$ cat src/rtl/rom_dn_router.sv
// Routes the ioctl download stream into NUM_REGIONS ROM/RAM regions and holds the core in reset until loaded.
// Optional per-region byte checksum output rom_csum is built when ROM_CHECKSUM_EN is defined.
module rom_dn_router #(
  parameter int                            NUM_REGIONS  = 4,
  parameter int                            ADDR_W       = 16,
  parameter int                            REGION_AW    = 13,
  parameter logic [NUM_REGIONS*ADDR_W-1:0] REGION_BASE  = {16'h5000, 16'h4000, 16'h2000, 16'h0000},
  parameter logic [NUM_REGIONS*5-1:0]      REGION_LOG2  = {5'd11, 5'd12, 5'd12, 5'd13},
  parameter logic [7:0]                    DL_INDEX     = 8'd0,
  parameter int                            FLUSH_CYCLES = 16
) (
  input  logic                     clk_25,
  input  logic                     RESET_L,
  input  logic                     dn_download,
  input  logic [7:0]               dn_index,
  input  logic [ADDR_W-1:0]        dn_addr,
  input  logic [7:0]               dn_data,
  input  logic                     dn_wr,
  output logic [NUM_REGIONS-1:0]   rom_wr,
  output logic [REGION_AW-1:0]     rom_addr,
  output logic [7:0]               rom_data,
  output logic [NUM_REGIONS-1:0]   rom_loaded,
  output logic                     core_reset_l,
  output logic                     dl_busy,
  output logic [7:0]               err_cnt
`ifdef ROM_CHECKSUM_EN
  ,
  output logic [8*NUM_REGIONS-1:0] rom_csum
`endif
);

  localparam int CNT_W = $clog2(FLUSH_CYCLES + 1);

  localparam logic [1:0] ST_IDLE    = 2'd0;
  localparam logic [1:0] ST_LOADING = 2'd1;
  localparam logic [1:0] ST_FLUSH   = 2'd2;

  logic [1:0]             state_reg, state_next;
  logic [CNT_W-1:0]       cnt_reg, cnt_next;
  logic                   busy_reg, busy_next;
  logic                   dl_prev_reg;

  logic                   index_ok;
  logic                   accept;
  logic                   dl_rise;
  logic                   start_load;

  logic [NUM_REGIONS-1:0] hit;
  logic [NUM_REGIONS-1:0] last;
  logic [REGION_AW-1:0]   offset [NUM_REGIONS];

  logic [NUM_REGIONS-1:0] sel;
  logic [REGION_AW-1:0]   sel_off;
  logic                   sel_last;
  logic                   found;

  logic [NUM_REGIONS-1:0] loaded_next;
  logic [7:0]             err_next;

  assign index_ok   = (dn_index == DL_INDEX);
  assign accept     = dn_wr & dn_download & index_ok;
  assign dl_rise    = dn_download & ~dl_prev_reg & index_ok;
  assign start_load = (state_reg == ST_IDLE) & dl_rise;

  // The subtraction wraps to a value above any region size when dn_addr is below the base,
  // so a single unsigned compare covers both bounds.
  generate
    for (genvar gi = 0; gi < NUM_REGIONS; gi++) begin : g_region
      localparam logic [ADDR_W-1:0] BASE = REGION_BASE[gi*ADDR_W +: ADDR_W];
      localparam int                LOG2 = int'(REGION_LOG2[gi*5 +: 5]);
      localparam logic [ADDR_W:0]   SIZE = (ADDR_W + 1)'(1) << LOG2;
      localparam logic [ADDR_W:0]   LAST = SIZE - (ADDR_W + 1)'(1);

      logic [ADDR_W:0] diff;
      assign diff        = {1'b0, dn_addr} - {1'b0, BASE};
      assign hit[gi]     = (diff < SIZE);
      assign last[gi]    = (diff == LAST);
      assign offset[gi]  = diff[REGION_AW-1:0];
    end
  endgenerate

  always_comb begin
    sel      = '0;
    sel_off  = '0;
    sel_last = 1'b0;
    found    = 1'b0;
    for (int i = 0; i < NUM_REGIONS; i++) begin
      if (hit[i] && !found) begin
        found    = 1'b1;
        sel[i]   = 1'b1;
        sel_off  = offset[i];
        sel_last = last[i];
      end
    end
  end

  always_comb begin
    loaded_next = start_load ? '0 : rom_loaded;
    if (accept && found && sel_last) begin
      loaded_next = loaded_next | sel;
    end
    err_next = start_load ? 8'd0 : err_cnt;
    if (accept && !found && err_next != 8'hFF) begin
      err_next = err_next + 8'd1;
    end
  end

  always_ff @(posedge clk_25 or negedge RESET_L) begin
    if (!RESET_L) begin
      rom_wr     <= '0;
      rom_addr   <= '0;
      rom_data   <= '0;
      rom_loaded <= '0;
      err_cnt    <= '0;
    end else begin
      rom_wr     <= accept ? sel : '0;
      if (accept && found) begin
        rom_addr <= sel_off;
        rom_data <= dn_data;
      end
      rom_loaded <= loaded_next;
      err_cnt    <= err_next;
    end
  end

  always_comb begin
    state_next = state_reg;
    cnt_next   = cnt_reg;
    busy_next  = busy_reg;
    case (state_reg)
      ST_IDLE: begin
        if (dl_rise) begin
          state_next = ST_LOADING;
          busy_next  = 1'b1;
        end
      end
      ST_LOADING: begin
        if (!dn_download) begin
          state_next = ST_FLUSH;
          cnt_next   = CNT_W'(FLUSH_CYCLES);
        end
      end
      ST_FLUSH: begin
        if (dl_rise) begin
          state_next = ST_LOADING;
          busy_next  = 1'b1;
        end else if (cnt_reg <= CNT_W'(1)) begin
          state_next = ST_IDLE;
          cnt_next   = '0;
          busy_next  = 1'b0;
        end else begin
          cnt_next   = cnt_reg - CNT_W'(1);
        end
      end
      default: begin
        state_next = ST_IDLE;
        busy_next  = 1'b0;
      end
    endcase
  end

  // Reset parks the FSM in FLUSH so the core sees a full flush delay after power-up,
  // while dl_busy stays low because no download has happened.
  always_ff @(posedge clk_25 or negedge RESET_L) begin
    if (!RESET_L) begin
      state_reg   <= ST_FLUSH;
      cnt_reg     <= CNT_W'(FLUSH_CYCLES);
      busy_reg    <= 1'b0;
      dl_prev_reg <= 1'b0;
    end else begin
      state_reg   <= state_next;
      cnt_reg     <= cnt_next;
      busy_reg    <= busy_next;
      dl_prev_reg <= dn_download;
    end
  end

  assign core_reset_l = (state_reg == ST_IDLE);
  assign dl_busy      = busy_reg;

`ifdef ROM_CHECKSUM_EN
  generate
    for (genvar gi = 0; gi < NUM_REGIONS; gi++) begin : g_csum
      logic [7:0] sum_reg;
      logic [7:0] sum_base;
      logic [7:0] sum_add;

      assign sum_base = start_load ? 8'd0 : sum_reg;
      assign sum_add  = (accept && sel[gi]) ? dn_data : 8'd0;

      always_ff @(posedge clk_25 or negedge RESET_L) begin
        if (!RESET_L) begin
          sum_reg <= '0;
        end else begin
          sum_reg <= sum_base + sum_add;
        end
      end

      assign rom_csum[gi*8 +: 8] = sum_reg;
    end
  endgenerate
`endif

endmodule

$ cat config.mk
export PLATFORM = sky130hd
export DESIGN_NAME = rom_dn_router
export DESIGN_NICKNAME = d
export VERILOG_FILES = /design/src/rtl/rom_dn_router.sv
export SDC_FILE = /design/constraint.sdc
export NUM_CORES = 1
export LEC_CHECK = 0
export BUFFER_PORTS_ARGS = -buffer_cell sky130_fd_sc_hd__clkbuf_2
export CORE_MARGIN = 2
export CORE_UTILIZATION = 57
export CTS_BUF_LIST = sky130_fd_sc_hd__clkbuf_8
export CTS_CLUSTER_DIAMETER = 200
export CTS_CLUSTER_SIZE = 25
export DETAILED_ROUTE_END_ITERATION = 12
export PLACE_DENSITY_LB_ADDON = 0.12
export SLEW_MARGIN = 30
export SYNTH_ARGS = -nofsm -noshare
export SYNTH_HDL_FRONTEND = slang
export SYNTH_SLANG_ARGS = --single-unit
export TNS_END_PERCENT = 30
$ cat constraint.sdc
create_clock -name clk_25 -period 6.6 [get_ports clk_25]
set_input_delay 1.32 -clock clk_25 [delete_from_list [all_inputs] [get_ports clk_25]]
set_output_delay 1.32 -clock clk_25 [all_outputs]
set_load 0.02 [all_outputs]
# After elaboration in Yosys (flattened, before gate mapping)
# Index checks and enable logic that the tools add are counted.
dict set report classes {
  n_addsub 5
  n_lt_le_gt_ge 5
  n_eq_ne 11
  muxes 33
  bitwise_logic 8
  reduce_logical 17
}
# cell n
set op_table {}
lappend op_table {{$mux 13} 4}
lappend op_table {{$eq 17x12->1 const B} 2}
lappend op_table {{$lt 17x13->1 const B} 2}
lappend op_table {{$sub 16x15->17 const B} 2}
lappend op_table {{$eq 17x11->1 const B} 1}
lappend op_table {{$lt 17x12->1 const B} 1}
lappend op_table {{$sub 16x14->17 const B} 1}
lappend op_table {{$eq 16x13->1 const B} 1}
lappend op_table {{$lt 16x14->1 const B} 1}
lappend op_table {{$mux 8} 2}
lappend op_table {{$mux 5} 3}
lappend op_table {{$mux 1} 14}
lappend op_table {{$mux 4} 3}
lappend op_table {{$pmux 5 s2} 1}
lappend op_table {{$reduce_and 3->1} 3}
lappend op_table {{$add 8x1->8 const B} 1}
lappend op_table {{$logic_not 8->1} 1}
lappend op_table {{$mux 2} 4}
lappend op_table {{$ne 8x8->1 const B} 1}
lappend op_table {{$logic_and 1x1->1} 7}
lappend op_table {{$pmux 2 s3} 1}
lappend op_table {{$and 1x1->1} 5}
lappend op_table {{$le 5x1->1 const B} 1}
lappend op_table {{$sub 5x1->5 const B} 1}
lappend op_table {{11 further kinds} 16}
dict set report word_totals {
  ff_bits 46
  output_inout_bits 39
  wordCells 88
}

# Longest topological paths before layout
dict set report logic_depth {
  ltp_word 15
  depth_mapped 11
  ltp_nobuf 9
}

# Worst setup path after synthesis
# Ideal clock, no wire load.
dict set report synth_timing {
  path_type {input to register}
  from {input port dn_index[5]}
  to {register err_cnt[3]}
  setup_time_ns 0.078
  arrival_time_ns 3.894
  t_required_ns 6.522
  setup_slack_ns 2.628
  path_stages 11
  n_path_buf 2
  cell_sequence {or4_4 or3_1 clkbuf_2 buf_6 and2_1 ha_1 and3_1 nand4_1 nor2_1 or4_1 a21boi_1}
}
dict set report synth_between {
  elab_chain_cells 7
  elab_cells_between_ends 10
}
# item line_no
set synth_rtl {}
lappend synth_rtl {{start, declared} 15} ;# input logic [7:0] dn_index,
lappend synth_rtl {{$logic_not 8->1 (*)} 60} ;# assign index_ok = (dn_index == DL_INDEX);
lappend synth_rtl {{parallel branches: the longest is 5 deep, another holds $add 8x1->8} --}
lappend synth_rtl {{$mux 8 (*)} 103} ;# if (accept && !found && err_next != 8'hFF) begin
lappend synth_rtl {{named net err_next[3]} 58} ;# logic [7:0] err_next;
lappend synth_rtl {{end signal, assigned} 122} ;# err_cnt <= err_next;
lappend synth_rtl {{end, declared} 25} ;# output logic [7:0] err_cnt
# Mark *: on every way through the listed nets, which the timed path passes.
# A chain may end at the register's enable or synchronous reset.

# Worst setup path in the final report
dict set report layout_timing {
  from {input port dn_index[5]}
  to {register err_cnt[1]}
}
# The elaborated chain is that of the path after synthesis.

==> results.py <==
metrics = {
    "status": {
        "status": "completed",
    },
    "finish": {
        "largest_register": "rom_addr",
        "finalNetCount": 341,
        "final_layout_size_suffix_gt1_share_pct": 41.4,
        "largest_register_ff_count": 13,
        "fillerInstances": 301,
        "diodes": 0,
        "reg_top3": "rom_addr (13), err_cnt (8), rom_data (8)",
        "area.growth.synth_to_final_pct": 21.9,
    },
    "floorplan": {
        "row_count": 23,
        "die_area_sq_um": 4740,
        "dieWidth_um": 68.8,
        "initial_core_util_pct": 59.5,
        "boundaryPins": 75,
        "core-area_sq_um": 4030,
        "die_height_um": 68.8,
    },
    "detailed_routing": {
        "viasPerCell": 5.54,
        "first_pass_iters": 4,
        "final_antenna_net_count": 0,
        "drt-total-wl_um": 4830,
        "dr.first_iter.drc_count": 109,
        "route.detailed.wl_per_inst_um": 14.2,
        "drcViolationCount": 0,
        "detailroute.via_count": 1883,
    },
    "global_route": {
        "grt.total_usage_pct": 22.6,
        "total_global_routing_overflow": 0,
        "grt_max_degree": 47,
        "via_count_of_the_first_global_routing_pass": 1735,
        "grt_first_pass_wirelength_um": 7910,
        "initial_antenna_violation_count": 0,
    },
    "sta": {
        "tightest_slew_ns": 0.649,
        "finalSetupViolCount": 0,
        "final.period_utilization_pct": 59.2,
        "drv_slew": 0,
        "setup_repair_after_global_routing_missed_its_margin": "false",
        "fmax_mhz": 256,
        "setup_slack_ns": 2.69,
        "max-slew-margin-rel_pct": 56.1,
        "post-route-min-period_ns": 3.91,
        "fin_skew_ns": 0.00278,
        "fin_setup_tns_ns": 0,
        "hold_viol_final": 0,
    },
    "critical_path": {
        "cp_max_fo": 15,
        "cp_data_required_time_ns": 6.79,
        "setup.worst_path.start_class": "input pin",
        "crit_type": "input pin to register",
        "endpoint_kind": "register",
        "arrival_ns": 4.10,
    },
    "placed_design": {
        "place_congestion": 0.817,
        "placement.io_buffers": 74,
        "dp_hpwl_um": 3690,
        "pre_cts_ws_ns": 2.38,
    },
    "cts": {
        "cts.sink_count": 46,
        "clk_root_buffer_cell": "sky130_fd_sc_hd__clkbuf_8",
        "cts.path.max_buffers": 2,
        "worst_skew_pair.late_latency_ns": 0.30,
        "cts.clk_slew.worst_paths_ns": 0.08,
        "tritoncts_clock_tree": "yes",
        "maximum_level_of_the_cts_h_tree": 2,
        "cts_resized": 0,
        "numCtsBuffers": 5,
        "number_of_setup_buffers_added_after_cts": 0,
        "cts-hold-fix-buffers": 0,
    },
    "yosys": {
        "yosys.area.top_type": "sky130_fd_sc_hd__dfrtp_1",
        "area_share_of_the_leading_cell_type_in_the_synthesized_netlist_pct": 46.0,
        "netlist_area_pre_place_sq_um": 2400,
        "synth.yosys.seq_area_share_pct": 48.1,
        "synth_enable_flop_cells": 0,
        "asyncSetResetFlopFracSynth_pct": 100,
        "nets_in_the_synthesized_netlist": 262,
        "postSynthAreaPerCell_sq_um": 11.4,
        "synth-warning-count": 0,
        "postSynth.topFlopCell": "sky130_fd_sc_hd__dfrtp_1",
        "count_of_state_elements_after_synthesis": 46,
        "synthTopCellsByArea": "sky130_fd_sc_hd__dfrtp_1 46%, sky130_fd_sc_hd__mux2_2 10%, sky130_fd_sc_hd__ha_1 8.4%",
        "yosysUniqueCellTypes": 51,
        "synth_cells": 210,
    },
    "power_and_ir_drop": {
        "irDropWorstVdd_uv": 161,
        "pwr_density_cell_nw_per_um2": 176,
        "total_leakage_power_nw": 1.57,
    },
    "worst_hold_path": {
        "hp-class": "register to register",
    },
    "job": {
        "cap_viol_max_count": 0,
    },
}
==> layer usage <==
metal	share of wire, %	vias up	track usage [%]
li1	-	927	-
met1	45	879	29.0
met2	47	71	37.1
met3	7.5	6	6.98
met4	1.0	0	6.13
met5	0	-	0
==> Yosys cell counts, types with 2 or more instances <==
cell / count
sky130_fd_sc_hd__or4_4: 2
sky130_fd_sc_hd__o2bb2ai_1: 2
sky130_fd_sc_hd__nand4b_1: 2
sky130_fd_sc_hd__dfstp_2: 2
sky130_fd_sc_hd__mux2_2: 22
sky130_fd_sc_hd__inv_1: 13
sky130_fd_sc_hd__buf_2: 2
sky130_fd_sc_hd__nor3_1: 5
sky130_fd_sc_hd__dfrtp_1: 44
sky130_fd_sc_hd__xor2_1: 2
sky130_fd_sc_hd__ha_1: 16
sky130_fd_sc_hd__and2_1: 3
sky130_fd_sc_hd__nand3_1: 7
sky130_fd_sc_hd__nor4_1: 2
sky130_fd_sc_hd__nand2_1: 17
sky130_fd_sc_hd__a22o_1: 3
sky130_fd_sc_hd__nand2b_1: 2
sky130_fd_sc_hd__mux2i_1: 3
sky130_fd_sc_hd__nand4_1: 6
sky130_fd_sc_hd__nor2b_1: 3
sky130_fd_sc_hd__or3b_2: 2
sky130_fd_sc_hd__o21ai_0: 9
sky130_fd_sc_hd__nor2_1: 6
sky130_fd_sc_hd__a21oi_1: 5
sky130_fd_sc_hd__or3_1: 3
sky130_fd_sc_hd__o21ai_1: 2
==> path summary, 6_finish.rpt <==
path	start	to	slack [ns]	cells after the start
setup / recovery	dn_index[5]	err_cnt[1]	2.69	10
setup reg to reg	state_reg[0]	err_cnt[1]	3.47	9
hold reg to reg	rom_loaded[1]	rom_loaded[1]	0.49	2
max in group asynchronous	RESET_L	rom_addr[12]	5.12	2
min in group asynchronous	RESET_L	dl_busy	1.10	2
hold / removal	rom_loaded[1]	rom_loaded[1]	0.49	2
==> worst max-delay path, cell delays in order <==
cell and delay, ns:
sky130_fd_sc_hd__clkbuf_2 0.08, sky130_fd_sc_hd__or4_4 0.57, sky130_fd_sc_hd__or3_1 0.61, sky130_fd_sc_hd__and2_1 0.29
sky130_fd_sc_hd__ha_1 0.19, sky130_fd_sc_hd__and3_1 0.22, sky130_fd_sc_hd__nand4_1 0.13, sky130_fd_sc_hd__nor2_1 0.09
sky130_fd_sc_hd__a21oi_1 0.25, sky130_fd_sc_hd__mux2_2 0.36
==> power breakdown <==
part	leakage [nW]	total [W]	internal (W)	switching [W]
combinational	0.903	0.0000476	0.0000195	0.0000281
clock	0.0472	0.000178	0.0000842	0.0000941
sequential	0.618	0.000288	0.000285	0.00000256
==> cell families (layout without fill, tap and decap cells) <==
kind of cell / after synthesis / after routing / share of synthesized area, %
buffers and inverters: 17 / 97 / 3.13
AND/OR/NAND/NOR: 72 / 72 / 18.2
multiplexers: 25 / 25 / 11.6
XOR/XNOR: 3 / 3 / 1.10
flip-flops: 46 / 46 / 48.1
AO/OA/AOI/OAI: 31 / 31 / 9.45
adder cells (fa/ha/maj): 16 / 16 / 8.36
==> per-stage QoR <==
| stage | area [sq um] | util [%] | instances | total power, W | hold WS, ns |
|---|---|---|---|---|---|
| after global placement | 2830 | 70.1 | 332 | 0.000339 | 0.471 |
| after CTS | 2920 | 72.5 | 340 | 0.000518 | 0.497 |
| after global routing | 2920 | 72.5 | 340 | 0.000537 | 0.518 |
| after detailed placement | 2830 | 70.1 | 332 | 0.000341 | 0.479 |
| final | 2920 | 72.5 | 340 | 0.000514 | 0.491 |
| after floorplan | 2400 | - | 210 | 0.000315 | 0.479 |
==> cell type report <==
cell class | instances | area [sq um] | share of cell area (%)
multi-input combinational | 147 | 1170 | 40.2
tap | 50 | 62.6 | 2.14
sequential | 46 | 1150 | 39.5
timing repair buffer | 76 | 385 | 13.2
inverter | 13 | 48.8 | 1.67
clock inverter | 2 | 12.5 | 0.428
clock buffer | 6 | 82.6 | 2.83
==> cell usage in the layout (no fill, tap or decap), types with 2 or more instances in the layout <==
cell	synthesis	layout
sky130_fd_sc_hd__a21oi_1	5	5
sky130_fd_sc_hd__a22o_1	3	3
sky130_fd_sc_hd__and2_1	3	3
sky130_fd_sc_hd__buf_4	0	2
sky130_fd_sc_hd__clkbuf_2	1	74
sky130_fd_sc_hd__clkbuf_8	0	6
sky130_fd_sc_hd__dfrtp_1	44	44
sky130_fd_sc_hd__dfstp_2	2	2
sky130_fd_sc_hd__ha_1	16	16
sky130_fd_sc_hd__inv_1	13	13
sky130_fd_sc_hd__mux2_2	22	22
sky130_fd_sc_hd__mux2i_1	3	3
sky130_fd_sc_hd__nand2_1	17	17
sky130_fd_sc_hd__nand2b_1	2	2
sky130_fd_sc_hd__nand3_1	7	7
sky130_fd_sc_hd__nand4_1	6	6
sky130_fd_sc_hd__nand4b_1	2	2
sky130_fd_sc_hd__nor2_1	6	6
sky130_fd_sc_hd__nor2b_1	3	3
sky130_fd_sc_hd__nor3_1	5	5
sky130_fd_sc_hd__nor4_1	2	2
sky130_fd_sc_hd__o21ai_0	9	9
sky130_fd_sc_hd__o21ai_1	2	2
sky130_fd_sc_hd__o2bb2ai_1	2	2
sky130_fd_sc_hd__or3_1	3	3
sky130_fd_sc_hd__or3b_2	2	2
sky130_fd_sc_hd__or4_4	2	2
sky130_fd_sc_hd__xor2_1	2	2
(Power assumes the default switching activity.)
